$ cat src/rtl/count_job_pkg.sv
// Shared types and widths for the count-job sequencer.
// Optional feature macro: COUNT_JOB_AUTORELOAD_EN (repeat jobs with wrap pulse).
package count_job_pkg;

  localparam int CNT_W = 4;
  localparam int ID_W  = 2;

  typedef enum logic [1:0] {
    IDLE,
    RUN,
    DONE
  } state_t;

  typedef struct packed {
    logic [ID_W-1:0] id;
    logic            aborted;
  } done_rec_t;

endpackage

$ cat src/rtl/count_job_ctrl_if.sv
// Request/completion bundle between a control unit (master) and count_job_ctrl (slave).
// Optional feature macro: COUNT_JOB_AUTORELOAD_EN adds req_repeat and wrap_pulse.
interface count_job_ctrl_if;
  import count_job_pkg::*;

  logic             req_valid;
  logic             req_ready;
  logic [CNT_W-1:0] req_len;
  logic [ID_W-1:0]  req_id;
  logic             abort;
  logic [CNT_W-1:0] q;
  logic             busy;
  logic             done_valid;
  logic             done_ready;
  logic [ID_W-1:0]  done_id;
  logic             done_aborted;
`ifdef COUNT_JOB_AUTORELOAD_EN
  logic             req_repeat;
  logic             wrap_pulse;
`endif

  modport master (
`ifdef COUNT_JOB_AUTORELOAD_EN
    output req_repeat,
    input  wrap_pulse,
`endif
    output req_valid, req_len, req_id, abort, done_ready,
    input  req_ready, q, busy, done_valid, done_id, done_aborted
  );

  modport slave (
`ifdef COUNT_JOB_AUTORELOAD_EN
    input  req_repeat,
    output wrap_pulse,
`endif
    input  req_valid, req_len, req_id, abort, done_ready,
    output req_ready, q, busy, done_valid, done_id, done_aborted
  );

endinterface

$ cat src/rtl/sync_counter_en.sv
// Synchronous binary counter built from toggle stages; stage i toggles when
// enable is high and every lower bit is 1. Clear has priority over enable.
module sync_counter_en #(
  parameter int W = 4
) (
  input  logic         clk,
  input  logic         reset,
  input  logic         en,
  input  logic         clr,
  output logic [W-1:0] q
);

  logic [W-1:0] q_q;
  logic [W-1:0] q_d;
  logic [W-1:0] toggle;
  logic         carry;

  always_comb begin
    carry = en;
    for (int i = 0; i < W; i++) begin
      toggle[i] = carry;
      carry     = carry & q_q[i];
    end
    q_d = clr ? '0 : (q_q ^ toggle);
  end

  always_ff @(posedge clk) begin
    if (reset) begin
      q_q <= '0;
    end else begin
      q_q <= q_d;
    end
  end

  assign q = q_q;

endmodule

$ cat src/rtl/count_job_ctrl.sv
// Count-job sequencer: accepts one job, runs the counter 0..len, returns a tagged completion.
// Optional feature macro: COUNT_JOB_AUTORELOAD_EN (repeat jobs wrap until aborted).
module count_job_ctrl
  import count_job_pkg::*;
(
  input logic clk,
  input logic reset,
  count_job_ctrl_if.slave bus
);

  state_t           state_q, state_d;
  logic [CNT_W-1:0] len_q, len_d;
  logic [ID_W-1:0]  id_q, id_d;
  logic             aborted_q, aborted_d;
  logic [CNT_W-1:0] q;
  logic             cnt_en;
  logic             cnt_clr;
  logic             at_len;
  logic             is_repeat;
  logic             req_ready;
  done_rec_t        done_rec;

`ifdef COUNT_JOB_AUTORELOAD_EN
  logic repeat_q, repeat_d;
  logic wrap_q, wrap_d;
  assign is_repeat = repeat_q;
`else
  assign is_repeat = 1'b0;
`endif

  assign at_len    = (q == len_q);
  assign req_ready = (state_q == IDLE) && !reset;

  always_comb begin
    state_d   = state_q;
    len_d     = len_q;
    id_d      = id_q;
    aborted_d = aborted_q;
    cnt_en    = 1'b0;
    cnt_clr   = 1'b0;
`ifdef COUNT_JOB_AUTORELOAD_EN
    repeat_d  = repeat_q;
    wrap_d    = 1'b0;
`endif
    case (state_q)
      IDLE: begin
        if (bus.req_valid && req_ready) begin
          len_d     = bus.req_len;
          id_d      = bus.req_id;
          aborted_d = 1'b0;
          cnt_clr   = 1'b1;
          state_d   = RUN;
`ifdef COUNT_JOB_AUTORELOAD_EN
          repeat_d  = bus.req_repeat;
`endif
        end
      end
      RUN: begin
        // A single-shot job reaching its terminal value beats a coincident abort.
        if (bus.abort && !(at_len && !is_repeat)) begin
          aborted_d = 1'b1;
          state_d   = DONE;
        end else if (at_len) begin
          if (is_repeat) begin
            cnt_clr = 1'b1;
`ifdef COUNT_JOB_AUTORELOAD_EN
            wrap_d  = 1'b1;
`endif
          end else begin
            aborted_d = 1'b0;
            state_d   = DONE;
          end
        end else begin
          cnt_en = 1'b1;
        end
      end
      DONE: begin
        if (bus.done_ready) begin
          cnt_clr   = 1'b1;
          aborted_d = 1'b0;
          state_d   = IDLE;
        end
      end
      default: state_d = IDLE;
    endcase
  end

  always_ff @(posedge clk) begin
    if (reset) begin
      state_q   <= IDLE;
      len_q     <= '0;
      id_q      <= '0;
      aborted_q <= 1'b0;
`ifdef COUNT_JOB_AUTORELOAD_EN
      repeat_q  <= 1'b0;
      wrap_q    <= 1'b0;
`endif
    end else begin
      state_q   <= state_d;
      len_q     <= len_d;
      id_q      <= id_d;
      aborted_q <= aborted_d;
`ifdef COUNT_JOB_AUTORELOAD_EN
      repeat_q  <= repeat_d;
      wrap_q    <= wrap_d;
`endif
    end
  end

  sync_counter_en #(.W(CNT_W)) u_counter (
    .clk   (clk),
    .reset (reset),
    .en    (cnt_en),
    .clr   (cnt_clr),
    .q     (q)
  );

  always_comb begin
    done_rec = '0;
    if (state_q == DONE) begin
      done_rec.id      = id_q;
      done_rec.aborted = aborted_q;
    end
  end

  assign bus.req_ready    = req_ready;
  assign bus.q            = q;
  assign bus.busy         = (state_q != IDLE);
  assign bus.done_valid   = (state_q == DONE);
  assign bus.done_id      = done_rec.id;
  assign bus.done_aborted = done_rec.aborted;
`ifdef COUNT_JOB_AUTORELOAD_EN
  assign bus.wrap_pulse   = wrap_q;
`endif

endmodule

$ cat src/flat_wrapper.sv
// flat-port wrapper written by rule: the top's interface ports become plain ports
module count_job_ctrl_flat import count_job_pkg::*;
  (clk, reset, bus_req_valid, bus_req_len, bus_req_id, bus_abort, bus_done_ready, bus_req_ready, bus_q, bus_busy, bus_done_valid, bus_done_id, bus_done_aborted);
  count_job_ctrl_if bus_i ();
  input logic clk;
  input logic reset;
  input wire logic [$bits(bus_i.req_valid)-1:0] bus_req_valid;
  input wire logic [$bits(bus_i.req_len)-1:0] bus_req_len;
  input wire logic [$bits(bus_i.req_id)-1:0] bus_req_id;
  input wire logic [$bits(bus_i.abort)-1:0] bus_abort;
  input wire logic [$bits(bus_i.done_ready)-1:0] bus_done_ready;
  output wire logic [$bits(bus_i.req_ready)-1:0] bus_req_ready;
  output wire logic [$bits(bus_i.q)-1:0] bus_q;
  output wire logic [$bits(bus_i.busy)-1:0] bus_busy;
  output wire logic [$bits(bus_i.done_valid)-1:0] bus_done_valid;
  output wire logic [$bits(bus_i.done_id)-1:0] bus_done_id;
  output wire logic [$bits(bus_i.done_aborted)-1:0] bus_done_aborted;
  assign bus_i.req_valid = bus_req_valid;
  assign bus_i.req_len = bus_req_len;
  assign bus_i.req_id = bus_req_id;
  assign bus_i.abort = bus_abort;
  assign bus_i.done_ready = bus_done_ready;
  assign bus_req_ready = bus_i.req_ready;
  assign bus_q = bus_i.q;
  assign bus_busy = bus_i.busy;
  assign bus_done_valid = bus_i.done_valid;
  assign bus_done_id = bus_i.done_id;
  assign bus_done_aborted = bus_i.done_aborted;
  count_job_ctrl u_core (.clk(clk), .reset(reset), .bus(bus_i));
endmodule
$ cat config.mk
export PLATFORM = sky130hd
export DESIGN_NAME = count_job_ctrl_flat
export DESIGN_NICKNAME = d
export VERILOG_FILES = /design/src/rtl/count_job_pkg.sv /design/src/rtl/count_job_ctrl_if.sv /design/src/rtl/sync_counter_en.sv /design/src/rtl/count_job_ctrl.sv /design/src/flat_wrapper.sv
export SDC_FILE = /design/constraint.sdc
export NUM_CORES = 1
export LEC_CHECK = 0
export CAP_MARGIN = 5
export CORE_AREA = 2 2 42 44
export CTS_CLUSTER_SIZE = 25
export DETAILED_ROUTE_END_ITERATION = 8
export DIE_AREA = 0 0 44 46
export HOLD_SLACK_MARGIN = 0.06
export PLACE_DENSITY = 0.73
export SYNTH_ARGS = -nofsm -noshare
export SYNTH_HDL_FRONTEND = slang
export SYNTH_SLANG_ARGS = --single-unit
$ cat constraint.sdc
create_clock -name clk -period 2.3 [get_ports clk]
set_input_delay 0.23 -clock clk [delete_from_list [all_inputs] [get_ports clk]]
set_output_delay 0.23 -clock clk [all_outputs]
set_load 0.05 [all_outputs]
* Word-level counts from Yosys, hierarchy flattened *
Cells that the tools add are included.

cells by class
  equality and inequality tests = 6
  muxes and demuxes = 17
  bitwise logic cells = 4
  reductions and logical operators = 12

operators by type and width
  cell                                                  number
  two-way mux 1 bit                                     9
  two-way mux 2 bit                                     4
  case mux 2 bit (3 select lines)                       1
  equality test 4 bit                                   1
  != test 2 bit (second input constant)                 2
  AND reduction 4 bit                                   1
  bitwise XOR 4 bit                                     1
  AND 1 bit                                             3
  logical AND 1 bit                                     3
  two-way mux 3 bit                                     1
  != test 3 x 1 -> 1 bit (second input constant)        1
  case mux 1 bit (3 select lines)                       1
  AND reduction 3 bit                                   1
  nonzero test 3 bit                                    1
  equality test 2 x 1 -> 1 bit (second input constant)  1
  equality test 2 bit (second input constant)           1
  zero test 1 bit                                       2
  zero test 2 bit                                       1
  case mux 1 bit (2 select lines)                       1
  AND reduction 2 bit                                   1
  nonzero test 2 bit                                    1
  OR reduction 2 bit                                    1

word-level totals
  register bits = 13
  bits of input ports = 11
  output and inout port bits = 10
  logic and storage cells = 44

* Logic depth before layout (Yosys ltp) *
  depth after elaboration = 9
  gate-level depth with buffers = 8
  mapped depth without buffers = 8

* Cells and area by module *
A second synthesis with hierarchy kept.

second synthesis, totals
  cells, all modules = 69
  area, all modules = 641.9 µm²

modules (own cells, without submodules)
  module           times used  cells an instance  area an instance (µm²)  seq. area each (µm²)
  count_job_ctrl   1           56                 480.5                   180.2
  sync_counter_en  1           13                 161.4                   80.1

* Worst setup path before layout *
OpenSTA, ideal clock, no wires.

  path kind = register to register
  start = reg u_core.u_counter.q_q[3] (netlist: u_core.u_counter.q[3])
  end = reg u_core.u_counter.q_q[3] (netlist: u_core.u_counter.q[3])
  setup time = 115 ps
  arrival time = 2138 ps
  data required time = 2185 ps
  setup slack = 47 ps
  cell stages (with the launch flop) = 9
  buffers on the path = 0
  period minus slack after synthesis = 2253 ps
  cell sequence = dfxtp_1 > xor2_1 > nor4_2 > nor3_1 > ha_1 > ha_1 > ha_1 > xor2_1 > and2_1

between the ends
  word-level cells in the longest chain between the ends = 9
  elaborated cells on any way between the ends = 10
  those cells by class = eq/ne (1); mux (3); bitwise (4); reduce/logical (2)

ends and longest elaborated chain
  element                   RTL line               RTL
  start: declaration        sync_counter_en.sv:13  logic [W-1:0] q_q;
  start signal: assignment  sync_counter_en.sv:31  q_q <= q_d;
  equality test 4 bit       count_job_ctrl.sv:31   assign at_len = (q == len_q);
  zero test 1 bit           count_job_ctrl.sv:60   if (bus.abort && !(at_len && !is_repeat)) begin
  logical AND 1 bit         count_job_ctrl.sv:60
  two-way mux 1 bit         count_job_ctrl.sv:60
  two-way mux 1 bit         count_job_ctrl.sv:45   case (state_q)
  AND 1 bit (3 in a row)    sync_counter_en.sv:22  carry = carry & q_q[i];
  bitwise XOR 4 bit (*)     sync_counter_en.sv:24  q_d = clr ? '0 : (q_q ^ toggle);

Every way passes the cells marked *; elsewhere a longest branch is shown, timed or not.
A chain may end at the register's enable or synchronous reset.

* Worst setup path in the final report *
  start = reg u_core.state_q[1]
  end = out bus_done_id[0]

between the ends
  word-level cells in the longest chain between the ends = 2

ends and longest elaborated chain
  element                   RTL line               RTL
  start: declaration        count_job_ctrl.sv:11   state_t state_q, state_d;
  start signal: assignment  count_job_ctrl.sv:99   state_q <= state_d;
  equality test 2 bit       count_job_ctrl.sv:120  if (state_q == DONE) begin
  two-way mux 3 bit         count_job_ctrl.sv:120
  end: declaration          flat_wrapper.sv:16     output wire logic [$bits(bus_i.done_id)-1:0] bus_done_id;

Every way passes these cells.

==> summary by stage <==
Cells and area
Cells with a size suffix above 1 make up 11.70% of the layout. The layout net count is between 100 and 150. 0 antenna diodes ended up in the layout.

Summing all non-filler instances in the final layout gives an area of between 800 and 900 um2. Relative to the synthesized area, the layout overhead comes to 39.49%. Cells fill ~56% of the core in the end. The filler cell count in the final layout is approximately 160. The count of cells in the finished layout, fillers not included, comes to 111.

Clocking
The maximum level of the CTS H-tree is 1. The clock passes through at most 2 buffers. The later pin in the worst-skew pair is clocked with a latency of 0.27 ns. The clock transition time at the flip-flop clock pins of the worst setup and hold paths is roughly 0.080 ns.

The root buffer cell is sky130_fd_sc_hd__clkbuf_4. The total clock sinks is 13. The number of buffers inserted during clock tree synthesis is 3. The clock tree from TritonCTS is yes. Buffers inserted to repair hold after CTS numbered 0.

Yosys
During synthesis, Yosys emitted a total of 0 warnings. The cell count after synthesis came out at 70. The fraction of registers with async set/reset is 0%. A synthesized cell averages roughly 9 um2.

The number of synthesized register bits is 13. The number of nets in the synthesized netlist is 84. After synthesis, the largest family of logic cells by area is simple AND/OR/NAND/NOR gates.

The synthesized netlist devotes ~6.8% of its cell area to XOR and XNOR gates. The share of the yosys chip area belonging to registers is approximately 40%. The post-synthesis instance area is 643.1 um2. The synthesized netlist devotes 11.87% of its cell area to compound gates.

Of the total synthesized cell area, the portion taken by AND, OR, NAND and NOR gates is ~29%. Synthesis instantiated 23 different standard cells from the library. The proportion of synthesized area in mux cells is 2.335%. The adder-cell share of the synthesized area is 5.837%. The most used flip-flop cell after synthesis is sky130_fd_sc_hd__dfxtp_1.

Counting flops with a built-in enable in the synthesized netlist gives 0.

Die
The top-level I/O count is 21. After floorplanning, the core was divided into 15 placement rows. The starting density of the core is 39.84%. The die span in x is 44 um. The die extent in y is between 40 and 50 um. The core region is 1614 um2. The floorplan step defined a die boundary enclosing 2024 um2.

Setup path
Data on the critical path arrives at its endpoint at 1.92 ns. The critical path start-end classification is reg -> out. The biggest cell delay along the critical path is 0.79 ns.

The kind of start point of the critical path is a flip-flop. STA classifies the critical path endpoint as an output port. The cell at the slowest stage of the critical path is sky130_fd_sc_hd__clkdlybuf4s50_1. Walking the worst path, the cells encountered are nor2b_1, and2_1, clkdlybuf4s50_1.

In this run the worst path has a maximum fanout of 7. At the worst endpoint, the required time is roughly 2.1 ns.

Routing
After detailed routing, the number of vias per cell comes to about 4.7. The violation count after the first detailed-routing iteration is 18. In the routed design, unresolved DRC markers number 0. The number of routed nets with antenna violations is 0. The final route contains 522 vias. The wire length after detailed routing is 1210 um. The first TritonRoute pass finished after 2 iterations. Dividing the detail-routed wire length by the instance count gives 10.90 um.

Timing
Setup violations remaining at the end of the flow were counted as 0. Setup repair after global routing left no endpoint under its margin. For this run, the top clock speed supported by timing is 0.4647 GHz.

The final period utilization is 93.56%. In the final timing run, aggregate negative setup slack is 0 ns. In the post-route analysis, the smallest setup slack over all paths is ~0.15 ns.

The setup skew after layout is 0.004491 ns. The tightest slew margin relative to the limit is 66.71%. The tightest hold path in the finished design has a slack of 0.4749 ns. The count of pins over their slew limit is 0. The number of endpoints with negative hold slack in the final report is 0. The smallest clock period supported by the final layout is computed as 2.152 ns. The actual slew at the worst max-slew pin is 0.4986 ns.

Placement
The placed instances occupy a cell area of 868.3 um2. The count of port buffers added during placement is 20. At the end of routability-driven placement, the weighted congestion stood at 0.7948.

Once detailed placement completed, the half-perimeter wirelength came to ~950 um. The placement-stage worst setup slack is 0.4290 ns. The number of cells after detailed placement is 107.

Global routing
The global-route met2 utilization is 21.76%. For this run the aggregate overflow at the end of global routing stands at 0. The pin count of the biggest net entering global routing is 14.

The initial antenna violation count is 0. The first global-routing pass estimated 2001 um of wire. Global routing used 17.27% of the available met1 tracks. The met3 track utilization from global routing is 3.571%. The global routing usage summed across all routing layers is 14.06%. The most utilized layer in the global route result is met2.

The number of global-route vias before repair is ~470.

Min path
The path class of the tightest hold or removal check is reg -> reg.

Power
Summing internal, switching and leakage power gives 0.5020 mW. The total power divided by cell area is 559.6 nW/um2. The static power due to leakage is 0.4035 nW. IR analysis of the VDD net gives a maximum drop of 315.6 uV.

Flow run
The max-cap check violation count is 0.

Status
The flow ran to the end, and the final reports show no timing, DRC or antenna violations.
==> registers in the layout, summed over array words and instances, names as in the netlist <==
register and count:
u_core.len_q 4, u_core.state_q 2, u_core.id_q 2, u_core.aborted_q 1
u_core.u_counter.q 4
==> worst paths after layout <==
check	depth (start not counted)	end	start	slack, ns
worst max register to register	8	u_core.u_counter.q[3]$_SDFF_PP0_	u_core.len_q[3]$_SDFFE_PP0P_	0.43
worst min register to register	2	u_core.id_q[1]$_SDFFE_PP0P_	u_core.id_q[1]$_SDFFE_PP0P_	0.47
worst min-delay path	2	u_core.id_q[1]$_SDFFE_PP0P_	u_core.id_q[1]$_SDFFE_PP0P_	0.47
worst max-delay path	3	bus_done_id[0]	u_core.state_q[1]$_SDFFE_PP0P_	0.15
==> synth_stat cells (all sizes together) (2+ instances only) <==
cell type / n / area share [%]
nand2b: 8 / 7.8
inv: 4 / 2.3
or2: 2 / 1.9
ha: 3 / 5.8
a21oi: 2 / 1.6
and2: 7 / 6.8
nand2: 6 / 3.5
nor2b: 2 / 1.9
xor2: 5 / 6.8
dfxtp: 13 / 40
o21ai: 7 / 5.4
==> report_power, final <==
| group | internal (mW) | switching [mW] | leakage, nW | total [mW] |
|---|---|---|---|---|
| registers | 0.239 | 0.0122 | 0.106 | 0.251 |
| logic | 0.0559 | 0.0603 | 0.282 | 0.116 |
| clock network | 0.0671 | 0.0677 | 0.0150 | 0.135 |
| total | 0.362 | 0.140 | 0.403 | 0.502 |
==> per-layer routing <==
layer / share of wire (%) / vias to the layer above / wire length, um
met5: 0 / - / 0
met4: 1.6 / 0 / 19
met3: 2.0 / 2 / 24
met2: 50 / 8 / 604
met1: 46 / 231 / 562
li1: - / 281 / -
==> worst max-delay path: cells and delay by family, from the launching register on <==
family,cells,cell delay (ns)
buf+inv,1,0.79
flops,1,0.45
simple gates,2,0.41
==> layout make-up <==
cell class | count | area [um2] | share of cell area (%)
multi-input combinational | 51 | 359.1 | 40.03
sequential | 13 | 260.3 | 29.01
timing repair buffer | 22 | 215.2 | 23.99
clock buffer | 4 | 26.28 | 2.929
tap | 17 | 21.27 | 2.371
inverter | 4 | 15.01 | 1.674
==> timing repair <==
action | 4_1_cts | 5_1_grt
setup endpoints to repair | 0 | 1
gates resized for setup | 0 | 1
setup buffers | 0 | 0
==> cells by family (layout without fill, tap and decap cells) <==
group	count (synthesis)	after routing
adders and majority gates	3	3
muxes	1	1
buffers and inverters	6	30
and+or+nand+nor	30	30
xor gates and xnor gates	5	5
DFF	13	13
AOI/OAI and AO/OA	12	12
==> layout by cell type, fill, tap and decap left out <==
master                            instances
sky130_fd_sc_hd__or2_2                    1
sky130_fd_sc_hd__dlymetal6s2s_1           1
sky130_fd_sc_hd__nand2_1                  6
sky130_fd_sc_hd__o41ai_1                  1
sky130_fd_sc_hd__a21oi_1                  2
sky130_fd_sc_hd__nor2_1                   1
sky130_fd_sc_hd__nand2b_1                 8
sky130_fd_sc_hd__buf_4                    3
sky130_fd_sc_hd__nor4b_2                  1
sky130_fd_sc_hd__inv_1                    4
sky130_fd_sc_hd__clkdlybuf4s50_1         18
sky130_fd_sc_hd__or2_0                    1
sky130_fd_sc_hd__nor3_1                   1
sky130_fd_sc_hd__nor4_2                   1
sky130_fd_sc_hd__clkbuf_1                 1
sky130_fd_sc_hd__and2_1                   7
sky130_fd_sc_hd__mux2_4                   1
sky130_fd_sc_hd__nor2b_1                  2
sky130_fd_sc_hd__o21ai_0                  7
sky130_fd_sc_hd__o21a_1                   1
sky130_fd_sc_hd__xor2_1                   5
sky130_fd_sc_hd__dfxtp_1                 13
sky130_fd_sc_hd__a221oi_2                 1
sky130_fd_sc_hd__ha_1                     3
sky130_fd_sc_hd__or3b_1                   1
sky130_fd_sc_hd__clkbuf_4                 3
Note: power is estimated with default switching activity, not from simulation.
